===== config.mk =====
export PLATFORM = sky130hd
export DESIGN_NAME = r2mdc_commutator
export DESIGN_NICKNAME = d
export VERILOG_FILES = /design/src/rtl/r2mdc_commutator.sv
export SDC_FILE = /design/constraint.sdc
export NUM_CORES = 1
export LEC_CHECK = 0
export BUFFER_PORTS_ARGS = -buffer_cell sky130_fd_sc_hd__buf_2
export CAP_MARGIN = 10
export CORE_MARGIN = 2
export CORE_UTILIZATION = 45
export CTS_BUF_LIST = sky130_fd_sc_hd__clkbuf_4 sky130_fd_sc_hd__clkbuf_8
export DETAILED_ROUTE_END_ITERATION = 12
export PLACE_DENSITY = 0.66
export SYNTH_ARGS = -nofsm -noshare
export SYNTH_HDL_FRONTEND = slang
export SYNTH_SLANG_ARGS = --single-unit

===== constraint.sdc =====
create_clock -name clk -period 1.5 [get_ports clk]
set_input_delay 0.45 -clock clk [delete_from_list [all_inputs] [get_ports clk]]
set_output_delay 0.45 -clock clk [all_outputs]
set_load 0.02 [all_outputs]

===== src/rtl/r2mdc_commutator.sv =====
// R2MDC delay-commutator: reorders butterfly (upper, lower) lanes into next-stage A/B pairs; pair out 1 clk after its advance.
// No ready: gaps in in_valid stall all state; busy=1 while draining (in_valid ignored).
module r2mdc_commutator #(
    parameter int DATA_W = 16,
    parameter int DELAY  = 4
) (
    input  logic              clk,
    input  logic              rst_n,
    input  logic              in_valid,
    input  logic [DATA_W-1:0] in_u_re,
    input  logic [DATA_W-1:0] in_u_im,
    input  logic [DATA_W-1:0] in_l_re,
    input  logic [DATA_W-1:0] in_l_im,
    input  logic              flush,
    output logic              busy,
    output logic              out_valid,
    output logic [DATA_W-1:0] out_a_re,
    output logic [DATA_W-1:0] out_a_im,
    output logic [DATA_W-1:0] out_b_re,
    output logic [DATA_W-1:0] out_b_im
);
    localparam int CW = $clog2(2 * DELAY);
    localparam int FW = (DELAY > 1) ? $clog2(DELAY) : 1;
    localparam int SW = 2 * DATA_W;

    typedef enum logic [1:0] {ST_IDLE, ST_FILL, ST_RUN, ST_FLUSH} state_t;

    state_t        state_q;
    logic [CW-1:0] cnt_q;
    logic [FW-1:0] fcnt_q;
    logic [SW-1:0] dl_q [DELAY];
    logic [SW-1:0] al_q [DELAY];
    logic [SW-1:0] out_a_q;
    logic [SW-1:0] out_b_q;
    logic          out_valid_q;

    logic          fill_abort;
    logic          accept;
    logic          advance;
    logic          produce;
    logic          sel;
    logic          last_fill;
    logic [SW-1:0] u_in;
    logic [SW-1:0] l_in;
    logic [SW-1:0] dl_out;
    logic [SW-1:0] su;
    logic [SW-1:0] sl;

    // A flush while still filling discards the partial frame, including any pair offered with it.
    assign fill_abort = (state_q == ST_FILL) && flush;
    assign accept     = in_valid && (state_q != ST_FLUSH) && !fill_abort;
    assign advance    = accept || (state_q == ST_FLUSH);
    assign produce    = advance && ((state_q == ST_RUN) || (state_q == ST_FLUSH));
    assign last_fill  = (cnt_q == CW'(DELAY - 1));

    // 2*DELAY is a power of two, so the counter MSB is cnt / DELAY.
    assign sel    = cnt_q[CW-1];
    assign u_in   = (state_q == ST_FLUSH) ? '0 : {in_u_re, in_u_im};
    assign l_in   = (state_q == ST_FLUSH) ? '0 : {in_l_re, in_l_im};
    assign dl_out = dl_q[DELAY-1];
    assign su     = sel ? dl_out : u_in;
    assign sl     = sel ? u_in : dl_out;

    always_ff @(posedge clk or negedge rst_n) begin
        if (!rst_n) begin
            state_q     <= ST_IDLE;
            cnt_q       <= '0;
            fcnt_q      <= '0;
            out_a_q     <= '0;
            out_b_q     <= '0;
            out_valid_q <= 1'b0;
            for (int i = 0; i < DELAY; i++) begin
                dl_q[i] <= '0;
                al_q[i] <= '0;
            end
        end else begin
            if (advance) begin
                dl_q[0] <= l_in;
                al_q[0] <= su;
                for (int i = 1; i < DELAY; i++) begin
                    dl_q[i] <= dl_q[i-1];
                    al_q[i] <= al_q[i-1];
                end
                cnt_q <= cnt_q + CW'(1);
            end

            out_valid_q <= produce;
            if (produce) begin
                out_a_q <= al_q[DELAY-1];
                out_b_q <= sl;
            end

            case (state_q)
                ST_IDLE: begin
                    if (accept) begin
                        state_q <= last_fill ? ST_RUN : ST_FILL;
                    end
                end
                ST_FILL: begin
                    if (fill_abort) begin
                        state_q <= ST_IDLE;
                        cnt_q   <= '0;
                    end else if (accept && last_fill) begin
                        state_q <= ST_RUN;
                    end
                end
                ST_RUN: begin
                    if (flush) begin
                        state_q <= ST_FLUSH;
                        fcnt_q  <= '0;
                    end
                end
                ST_FLUSH: begin
                    fcnt_q <= fcnt_q + FW'(1);
                    if (fcnt_q == FW'(DELAY - 1)) begin
                        state_q <= ST_IDLE;
                        cnt_q   <= '0;
                    end
                end
                default: state_q <= ST_IDLE;
            endcase
        end
    end

    assign busy      = (state_q == ST_FLUSH);
    assign out_valid = out_valid_q;
    assign out_a_re  = out_a_q[SW-1:DATA_W];
    assign out_a_im  = out_a_q[DATA_W-1:0];
    assign out_b_re  = out_b_q[SW-1:DATA_W];
    assign out_b_im  = out_b_q[DATA_W-1:0];

endmodule

Yosys cells after proc, flatten, opt, wreduce, memory -nomap -nowiden
Cells that the tools add are included.
- register bits: 328
- output and inout bits: 66
- input port bits: 68
- logic and storage cells: 55
- multiplexer cells: 17
- $add $sub $neg: 2
- equal/unequal tests: 10
- reductions and logical operators: 12
- operator list (cell ; count):
    32-bit 2-to-1 mux ; 4
    2-bit 2-to-1 mux ; 7
    3-bit 2-to-1 mux ; 3
    2-bit case mux with 4 select lines ; 1
    2-bit == test (second input constant) ; 3
    2-bit != test (second input constant) ; 3
    3-bit case mux with 2 select lines ; 1
    1-bit logical AND ; 5
    2-bit case mux with 2 select lines ; 1
    4-bit AND reduction ; 1
    3-bit by 1-bit adder with 3-bit output (second input constant) ; 1
    3-bit by 2-bit == test with 1-bit output (second input constant) ; 1
    3-bit by 2-bit != test with 1-bit output (second input constant) ; 1
    2-bit by 1-bit adder with 2-bit output (second input constant) ; 1
    2-bit by 1-bit == test with 1-bit output (second input constant) ; 1
    2-bit zero test ; 1
    1-bit logical OR ; 2
    2-bit by 1-bit != test with 1-bit output (second input constant) ; 1
    2-bit AND reduction ; 1
    2-bit nonzero test ; 1
    1-bit zero test ; 1

Longest topological paths before layout
Gate-level depths: netlist (run 1).
- word-level depth: 8
- mapped depth: 8

Least setup slack after synthesis (run 1)
Ideal clock, no wire load.
- kind: input to register
- from: input port in_valid
- to: register al_q[12] (netlist bit)
- setup slack: -0.131 ns
- setup time: 0.125 ns
- required time: 1.375 ns
- cell stages on the path: 6
- path buffers: 3
- arrival time: 1.506 ns
- cells stage by stage: a21boi_2 buf_4 nor2_4 buf_6 buf_8 mux2_4
- word-level cells in the longest chain between the ends: 3
- RTL lines (element ; line ; RTL):
    start: declaration ; 9 ; input logic in_valid,
    1-bit logical AND (2 in series) ; 51 ; assign accept = in_valid && (state_q != ST_FLUSH) && !fill_abort;
    1-bit logical OR ; 52 ; assign advance = accept || (state_q == ST_FLUSH);
    end signal: indexed assignment ; 82 ; al_q[i] <= al_q[i-1];
    end: declaration ; 32 ; logic [SW-1:0] al_q [DELAY];
No other way between the ends.
A chain may end at the register's enable or synchronous reset.

Worst setup path in the final report (run 1)
- from: register state_q[1]
- to: output port busy
- word-level cells in the longest chain between the ends: 1
- RTL lines (element ; line ; RTL):
    start: declaration ; 28 ; state_t state_q;
    start signal: assignment ; 96 ; state_q <= last_fill ? ST_RUN : ST_FILL;
    2-bit == test ; 125 ; assign busy = (state_q == ST_FLUSH);
    end: declaration ; 15 ; output logic busy,
No other way between the ends.

==> results of run 1 <==
## layer usage
layer	vias to the layer above	share of wire, %
met5	-	0
met4	0	3.9
met3	89	4.2
met2	281	49
met1	4473	43
li1	4192	-
## layout make-up
cell class / instances / area, um2
Antenna cell: 1 / 2.502
Clock buffer: 81 / 964.7
Fill cell: 2189 / 11410
Inverter: 3 / 18.77
Multi-Input combinational cell: 609 / 5861
Sequential cell: 328 / 8215
Tap cell: 396 / 495.5
Timing Repair Buffer: 304 / 3540
## synth_stat cells, types with 3 or more instances
cell and count:
a2bb2oi_1 32, a31oi_1 33, buf_2 11, buf_6 15, buf_8 10, clkbuf_1 39, dfrtp_1 328, ha_1 3
mux2_2 60, mux2_4 164, nand2_1 130, nand3_1 64, nor2b_1 4, nor3_1 33, o21ai_0 69
## per-stage QoR
stage          std cells  setup WS (ps)  power (uW)  util [%]
2_1_floorplan       1019         -83.18       28090         -
3_3_place_gp        1526         -234.1       31320     50.09
3_5_place_dp        1526         -270.5       31900     50.09
4_1_cts             1677         -319.7       44540     59.39
5_1_grt             1722         -329.3       49950     62.59
6_report            1722         -291.9       47390     62.59
## state kept, by name, indices dropped and copies added, names as in the netlist
signal,cells
state_q,2
cnt_q,3
al_q,128
out_valid,1
dl_q,96
out_a_q,32
fcnt_q,2
out_b_q,32
dl_out,32
## worst min-delay path: cells and delay by family
family,cells,cell delay [ps]
buf+inv,1,80
compound gates,1,60
simple gates,1,50
## worst max-delay path by stage
| stage | end | depth (start not counted) |
|---|---|---|
| detailed placement | out_b_q[29] | 6 |
| global placement | out_b_q[29] | 6 |
| finish | busy | 4 |
| CTS | busy | 4 |
| floorplan | dl_q[51] | 6 |
| global route | busy | 4 |
## power groups by stage
| stage | logic [uW] | clock network [uW] | registers [uW] |
|---|---|---|---|
| after floorplan | 11900 | 0 | 16200 |
| after global placement | 15300 | 0 | 16000 |
| after detailed placement | 15700 | 0 | 16200 |
| after CTS | 21000 | 7320 | 16300 |
| after global routing | 25200 | 7770 | 16900 |
| final | 23800 | 7170 | 16400 |
## timing repair
action / 4_1_cts / 5_1_grt
gates resized for setup: 205 / 204
hold endpoints to repair: 115 / 0
pin swaps: 5 / 23
hold buffers: 1 / 0
endpoints found under the setup margin: 275 / 360
gates cloned: 27 / 8
buffers inserted: 42 / 60
## kinds of logic (layout without fill, tap and decap cells)
logic type	after synthesis	count (layout)	synth area share, %
adders and majority gates	3	3	0.2700
buffers and inverters	82	388	4.004
AOI/OAI and AO/OA	143	143	6.487
other	0	1	0
DFF	328	328	59.02
xor gates and xnor gates	1	1	0.06300
and+or+nand+nor	237	237	7.513
muxes	225	225	22.64
==> results.sh, run 1 <==
export IMPL_status="finished with violations"
export IMPL_violations="setup timing"
export IMPL_clock_fmax_mhz=558.1
export IMPL_grt_util_met2_pct=30.51
export IMPL_ios=134
export IMPL_overflow=0
export IMPL_die_area_mm2=0.03232
export IMPL_totalWireLength_um=32800
export IMPL_finClkSkew_ps=17.11
export IMPL_avgSynthCellArea_um2=13.65
export IMPL_synth_top_flop_cell="dfrtp_1"
export IMPL_final_nets=1367
export IMPL_port_buffers=133
export IMPL_synth_area_leaders="dfrtp_1, mux2_4, mux2_2"
export IMPL_hold_class="in -> reg"
export IMPL_die_w_um=179.8
export IMPL_htreeDepth=2
export IMPL_syn_num_nets=1090
export IMPL_rsz0062_at_grt="true"
export IMPL_power_density_mw_per_mm2=2481
export IMPL_numCtsBuffers=50
export IMPL_worstPathRequired_ps=1050
export IMPL_fin_crit_sh_pct=119.5
export IMPL_drive_gt1_share_pct=51.47
export IMPL_fp_dieH_um=179.8
export IMPL_clk_pin_slew_ps=60
export IMPL_whs_ps=127.1
export IMPL_leakage_uw=0.009101
export IMPL_viasPerCell=5.247
export IMPL_cts_sinks=328
export IMPL_hold_depth=3
export IMPL_final_max_slew_violation_count=0
export IMPL_gr_usage_met3_pct=3.120
export IMPL_startpoint="state_q[1]"
export IMPL_pwr_share_comb_pct=50.2
export IMPL_final_cell_area_mm2=0.01910
export IMPL_num_vias=9035
export IMPL_seq_area_frac_synth_pct=59.02
export IMPL_netlist_area_mm2=0.01391
export IMPL_intPower_uw=31820
export IMPL_r2r_slack_ps=-280
export IMPL_synth_enable_flop_cells=0
export IMPL_drt_initial_drc_count=685
export IMPL_synth_distinct_cells=34
export IMPL_fin_tns_setup_ps=-47840
export IMPL_slew_headroom_pct=68.01
export IMPL_grt_start_max_net_pins=89
export IMPL_clkPwrFrac_pct=15.1
export IMPL_path_buf_inv=3
export IMPL_final_cell_mix="dfrtp_1, mux2_4, nand2_1, buf_6, buf_4"
export IMPL_r2r_start="state_q[1]"
export IMPL_min_delay_start="in_l_im[5]"
export IMPL_dr_pass1_iters=5
export IMPL_crit_slowest_cell="dfrtp_1"
export IMPL_root_buffer="clkbuf_8"
export IMPL_area_growth_pct=37.33
export IMPL_path_cells="nand2_4 -> inv_6 -> buf_8 -> buf_6"
export IMPL_slowest_delay_ps=410
export IMPL_period_needed_ps=1792
export IMPL_cts_tree="yes"
export IMPL_synthCells=1019
export IMPL_cp_arrival_ps=1340
export IMPL_yosys_warnings=0
export IMPL_initial_utilization_pct=45.58
export IMPL_grt_pass1_wl_um=50380
export IMPL_antenna_found_initial=1
export IMPL_grt_usage_pct=19.14
export IMPL_async_reset_ff_share_pct=100.0
export IMPL_yosysTopAreaCell="dfrtp_1"
export IMPL_dp_hpwl_um=18220
export IMPL_fp_row_count=64
export IMPL_crit_type="reg -> out"
export IMPL_setup_worst_path_end_class="output pin"
export IMPL_p_switching_uw=15560
export IMPL_busiest_layer="met2"
export IMPL_worst_slack_ps=-291.9
export IMPL_cp_max_fo=2
export IMPL_r2r_cells=8
export IMPL_seqPwrFrac_pct=34.6
export IMPL_clk_latency_ps=560
export IMPL_setup_viol=334
export IMPL_first_global_vias=8998
export IMPL_worstReg2RegEnd="dl_out[18]"
export IMPL_wire_per_inst_um=19.05
export IMPL_drv_cap=0
export IMPL_ys_seq_elements=328
export IMPL_drc_errors=0
export IMPL_final_common_cell="dfrtp_1"
export IMPL_clockBufferDepth=3
export IMPL_critical_path_top_delay_family="flip-flops"
export IMPL_worst_pin_slew_ps=479.8
export IMPL_core_mm2=0.03051
export IMPL_hold_violations=0
export IMPL_synth_top_area_share_pct=59.02
export IMPL_whs_endpoint="dl_q[101]"
export IMPL_gp_congestion=0.8465
export IMPL_ir_drop_mv=0.9665
export IMPL_placed_cell_area_mm2=0.01528
export IMPL_drtAntennaViolNets=0
export IMPL_switching_share_pct=32.84
export IMPL_gr_usage_met1_pct=26.09
export IMPL_startpoint_type="flop"
(Power assumes the default switching activity.)
==> run 2, diff against run 1 <==
--- a/config.mk
+++ b/config.mk
@@ -12,6 +12,7 @@
 export CTS_BUF_LIST = sky130_fd_sc_hd__clkbuf_4 sky130_fd_sc_hd__clkbuf_8
 export DETAILED_ROUTE_END_ITERATION = 12
 export PLACE_DENSITY = 0.66
+export SETUP_SLACK_MARGIN = 0.1
 export SYNTH_ARGS = -nofsm -noshare
 export SYNTH_HDL_FRONTEND = slang
 export SYNTH_SLANG_ARGS = --single-unit
==> results.sh, run 2 (same netlist as run 1, synthesis figures left out) <==
export IMPL_gr_usage_met3_pct=3.505
export IMPL_cts_sinks=328
export IMPL_die_area_mm2=0.03232
export IMPL_largest_reg_flops=128
export IMPL_dp_cells=1541
export IMPL_worst_slack_ps=-319.3
export IMPL_port_buffers=133
export IMPL_drive_gt1_share_pct=57.15
export IMPL_ios=134
export IMPL_core_mm2=0.03051
export IMPL_status="finished with violations"
export IMPL_numCtsBuffers=49
export IMPL_clk_pin_slew_ps=60
export IMPL_overflow=0
export IMPL_grt_util_met2_pct=32.09
export IMPL_top_register="al_q"
export IMPL_antenna_found_initial=1
export IMPL_totalWireLength_um=35460
export IMPL_fill_cells=2004
export IMPL_first_global_vias=9513
export IMPL_hold_violations=0
export IMPL_whs_ps=121.6
export IMPL_hold_class="in -> reg"
export IMPL_rsz0062_at_grt="true"
export IMPL_cp_max_fo=6
export IMPL_cp_common_cell="buf_4"
export IMPL_period_needed_ps=1819
export IMPL_initial_utilization_pct=45.58
export IMPL_power_uw=49620
export IMPL_busiest_layer="met2"
export IMPL_fin_crit_sh_pct=121.3
export IMPL_grt_usage_pct=19.43
export IMPL_slew_headroom_pct=65.46
export IMPL_drc_errors=0
export IMPL_cp_arrival_ps=2240
export IMPL_placed_cell_area_mm2=0.01553
export IMPL_area_growth_pct=42.24
export IMPL_worstPathRequired_ps=1920
export IMPL_power_density_mw_per_mm2=2509
export IMPL_clock_fmax_mhz=549.7
export IMPL_clockBufferDepth=3
export IMPL_drv_cap=0
export IMPL_crit_slowest_cell="dfrtp_1"
export IMPL_setup_viol=360
export IMPL_drtAntennaViolNets=0
export IMPL_path_cells="nand2_4 -> inv_6 -> buf_4 -> or2_4 -> buf_6 -> buf_4 -> buf_12 -> mux2_4"
export IMPL_final_cells=1760
export IMPL_fin_util_pct=64.83
export IMPL_slowest_delay_ps=420
export IMPL_viasPerCell=5.393
export IMPL_gp_congestion=0.8517
export IMPL_fp_dieH_um=179.8
export IMPL_startpoint_type="flop"
export IMPL_final_common_cell="dfrtp_1"
export IMPL_setup_worst_path_end_class="flop"
export IMPL_htreeDepth=2
export IMPL_drt_initial_drc_count=678
export IMPL_final_cell_area_mm2=0.01978
export IMPL_largestRegisters="al_q (128), dl_q (96)"
export IMPL_clk_latency_ps=570
export IMPL_final_nets=1402
export IMPL_gr_usage_met1_pct=25.45
export IMPL_register_area_mm2=0.008215
export IMPL_ir_drop_mv=1.010
export IMPL_fp_row_count=64
export IMPL_cts_tree="yes"
export IMPL_final_max_slew_violation_count=0
export IMPL_dp_hpwl_um=19090
export IMPL_leakage_uw=0.009447
export IMPL_die_w_um=179.8
export IMPL_worst_pin_slew_ps=514.2
export IMPL_violations="setup timing"
export IMPL_grt_pass1_wl_um=51360
export IMPL_num_vias=9492
export IMPL_grt_start_max_net_pins=65
export IMPL_final_cell_mix="dfrtp_1, mux2_4, buf_4, nand2_1, buf_6"
export IMPL_multi_input_area_mm2=0.006123
export IMPL_wire_per_inst_um=20.15
export IMPL_crit_type="reg -> reg"
export IMPL_dr_pass1_iters=5
export IMPL_root_buffer="clkbuf_8"
export IMPL_finClkSkew_ps=27.73
## run 2: changes by cell type in the layout (fill, tap and decap cells not counted), sizes merged
cell / delta
clkinv: +2
clkbuf: +2
buf: +32
bufbuf: +2
## run 2: report_power, final
part           leakage (uW)  internal (uW)  total [uW]  switching [uW]
registers           0.00395          13300       16400            3110
logic               0.00494          15400       25600           10200
clock network      0.000557           4310        7620            3310
## run 2: what timing repair did
item / 4_1_cts / 5_1_grt
setup buffers: 63 / 44
gates resized for setup: 187 / 261
hold endpoints to repair: 26 / 0
setup endpoints to repair: 354 / 394
hold buffers: 1 / 0
cloned: 20 / 10
pin swaps: 6 / 67
## run 2: stage by stage
step | TNS [ps] | worst slack, ps
global placement | -44530 | -216.0
floorplan | -13270 | -83.18
global route | -67600 | -347.1
CTS | -68050 | -309.0
detailed placement | -52450 | -252.0
finish | -53770 | -319.3
## run 2: area by class of cell
| type | instances | share of cell area, % |
|---|---|---|
| inverters | 3 | 0.08223 |
| well taps | 396 | 2.505 |
| clock buffers | 81 | 5.225 |
| diodes | 1 | 0.01265 |
| multi-input cells | 609 | 30.96 |
| clock inverters | 2 | 0.05060 |
| repair buffers | 340 | 19.63 |
| flip-flops and latches | 328 | 41.53 |
## run 2: worst paths after layout
check,from,to,slack (ps),cells past startpoint
max,state_q[1],dl_q[87],-320,8
min,in_l_im[1],dl_q[97],120,3
max reg2reg,state_q[1],dl_q[87],-320,8
min reg2reg,dl_q[106],dl_q[74],500,1
max in group asynchronous,rst_n,al_q[70],500,3
min in group asynchronous,rst_n,al_q[78],400,2
## run 2: layer usage
metal,share of wire [%],vias to the layer above
met1,41,4754
met3,5.0,117
met2,49,367
met5,0,-
met4,4.9,0
li1,-,4254
## run 2: critical path: cells and delay by family (launching register included)
kind                   cells  cell delay (ps)
buffers and inverters      5              580
flip-flops                 1              420
multiplexers               1              300
AND/OR/NAND/NOR            2              390
==> run 3, diff against run 2 <==
--- a/config.mk
+++ b/config.mk
@@ -13,6 +13,7 @@
 export DETAILED_ROUTE_END_ITERATION = 12
 export PLACE_DENSITY = 0.66
 export SETUP_SLACK_MARGIN = 0.1
+export SKIP_LAST_GASP = 1
 export SYNTH_ARGS = -nofsm -noshare
 export SYNTH_HDL_FRONTEND = slang
 export SYNTH_SLANG_ARGS = --single-unit
==> results.sh, run 3 (same netlist as run 1, synthesis figures left out) <==
export IMPL_clk_latency_ps=570
export IMPL_startpoint_type="flop"
export IMPL_initial_utilization_pct=45.58
export IMPL_clock_fmax_mhz=547.9
export IMPL_worst_slack_ps=-325.2
export IMPL_final_cell_mix="dfrtp_1, mux2_4, nand2_1, buf_6, buf_4"
export IMPL_hold_class="in -> reg"
export IMPL_clockBufferDepth=3
export IMPL_grt_start_max_net_pins=65
export IMPL_largestRegisters="al_q (128), dl_q (96)"
export IMPL_totalWireLength_um=36390
export IMPL_first_global_vias=9557
export IMPL_setup_worst_path_end_class="flop"
export IMPL_min_delay_start="in_l_im[1]"
export IMPL_dpl_worst_slack_ps=-252.0
export IMPL_overflow=0
export IMPL_final_max_slew_violation_count=0
export IMPL_startpoint="state_q[1]"
export IMPL_finClkSkew_ps=30.38
export IMPL_cp_max_fo=6
export IMPL_crit_type="reg -> reg"
export IMPL_grt_pass1_wl_um=51720
export IMPL_path_buf_inv=5
export IMPL_dp_hpwl_um=19090
export IMPL_drv_cap=0
export IMPL_final_cell_area_mm2=0.02000
export IMPL_setup_viol=358
export IMPL_period_needed_ps=1825
export IMPL_antenna_found_initial=2
export IMPL_die_area_mm2=0.03232
export IMPL_dp_cells=1541
export IMPL_fin_crit_sh_pct=121.7
export IMPL_numCtsBuffers=49
export IMPL_cts_tree="yes"
export IMPL_gp_congestion=0.8517
export IMPL_critical_path_top_delay_family="buffers and inverters"
export IMPL_final_cells=1771
export IMPL_final_common_cell="dfrtp_1"
export IMPL_cp_arrival_ps=2250
export IMPL_rsz0062_at_grt="true"
export IMPL_ir_drop_mv=1.056
export IMPL_leakage_uw=0.009538
export IMPL_cts_sinks=328
export IMPL_root_buffer="clkbuf_8"
export IMPL_drc_errors=0
export IMPL_status="finished with violations"
export IMPL_fp_row_count=64
export IMPL_htreeDepth=2
export IMPL_crit_slowest_cell="dfrtp_1"
export IMPL_num_vias=9626
export IMPL_largest_reg_flops=128
export IMPL_grt_usage_pct=19.57
export IMPL_wire_per_inst_um=20.55
export IMPL_viasPerCell=5.435
export IMPL_slew_headroom_pct=73.22
export IMPL_slowest_delay_ps=420
export IMPL_clk_pin_slew_ps=60
export IMPL_area_growth_pct=43.82
export IMPL_placed_cell_area_mm2=0.01553
export IMPL_top_register="al_q"
export IMPL_core_mm2=0.03051
export IMPL_ios=134
export IMPL_power_density_mw_per_mm2=2515
export IMPL_cp_common_cell="buf_4"
export IMPL_drtAntennaViolNets=0
export IMPL_worstPathRequired_ps=1920
export IMPL_fp_dieH_um=179.8
export IMPL_final_nets=1413
export IMPL_dr_pass1_iters=6
export IMPL_drt_initial_drc_count=815
export IMPL_r2r_start="state_q[1]"
export IMPL_die_w_um=179.8
export IMPL_port_buffers=133
export IMPL_path_cells="nand2_4 -> inv_6 -> buf_4 -> or2_4 -> buf_6 -> buf_4 -> buf_12 -> mux2_4"
export IMPL_whs_ps=117.8
export IMPL_worst_pin_slew_ps=398.6
export IMPL_hold_violations=0
export IMPL_violations="setup timing"
export IMPL_power_uw=50290
export IMPL_drive_gt1_share_pct=56.77
## run 3: report_power, final
part           total [uW]  switching, uW  internal, uW
Clock                7640           3330          4310
Combinational       26200          10300         15900
Sequential          16500           3170         13300
## run 3: path summary, 6_finish.rpt
path	cells past startpoint	slack, ps	to
worst max register to register	8	-330	dl_q[87]
min in group asynchronous	2	390	al_q[14]
worst max-delay path	8	-330	dl_q[87]
worst min-delay path	3	120	dl_q[97]
max in group asynchronous	3	510	out_a_q[5]
worst min register to register	1	490	dl_q[74]
## run 3: metrics by stage
stage          util [%]  TNS [ps]
5_1_grt           65.55    -75670
2_1_floorplan         -    -13270
3_3_place_gp      50.91    -44530
3_5_place_dp      50.91    -52450
4_1_cts           59.81    -69470
6_report          65.55    -62580
## run 3: area by class of cell
| class | count | area, um2 |
|---|---|---|
| Timing Repair Buffer | 351 | 4159 |
| Clock buffer | 81 | 1033 |
| Multi-Input combinational cell | 609 | 6067 |
| Antenna cell | 1 | 2.502 |
| Inverter | 3 | 16.27 |
| Tap cell | 396 | 495.5 |
| Sequential cell | 328 | 8215 |
| Clock inverter | 2 | 10.01 |
| Fill cell | 1976 | 10510 |
## run 3: timing repair
item,4_1_cts,5_1_grt
hold endpoints to repair,26,0
setup endpoints to repair,354,394
setup buffers,63,51
hold buffers,1,0
gates resized for setup,174,281
cloned,20,14
pin swaps,6,72
## run 3: metal layers
layer  share of wire, %  GRT usage (%)
met2                 50          31.98
met5                  0              0
met4                4.0          8.390
met3                5.6          3.444
met1                 40          25.82
## run 3: worst reg2reg max path, cell delays in order (launching register included)
cell and delay (ps):
dfrtp_1 420, nand2_4 110, inv_6 40, buf_4 140, or2_4 280, buf_6 140
buf_4 140, buf_12 130, mux2_4 300
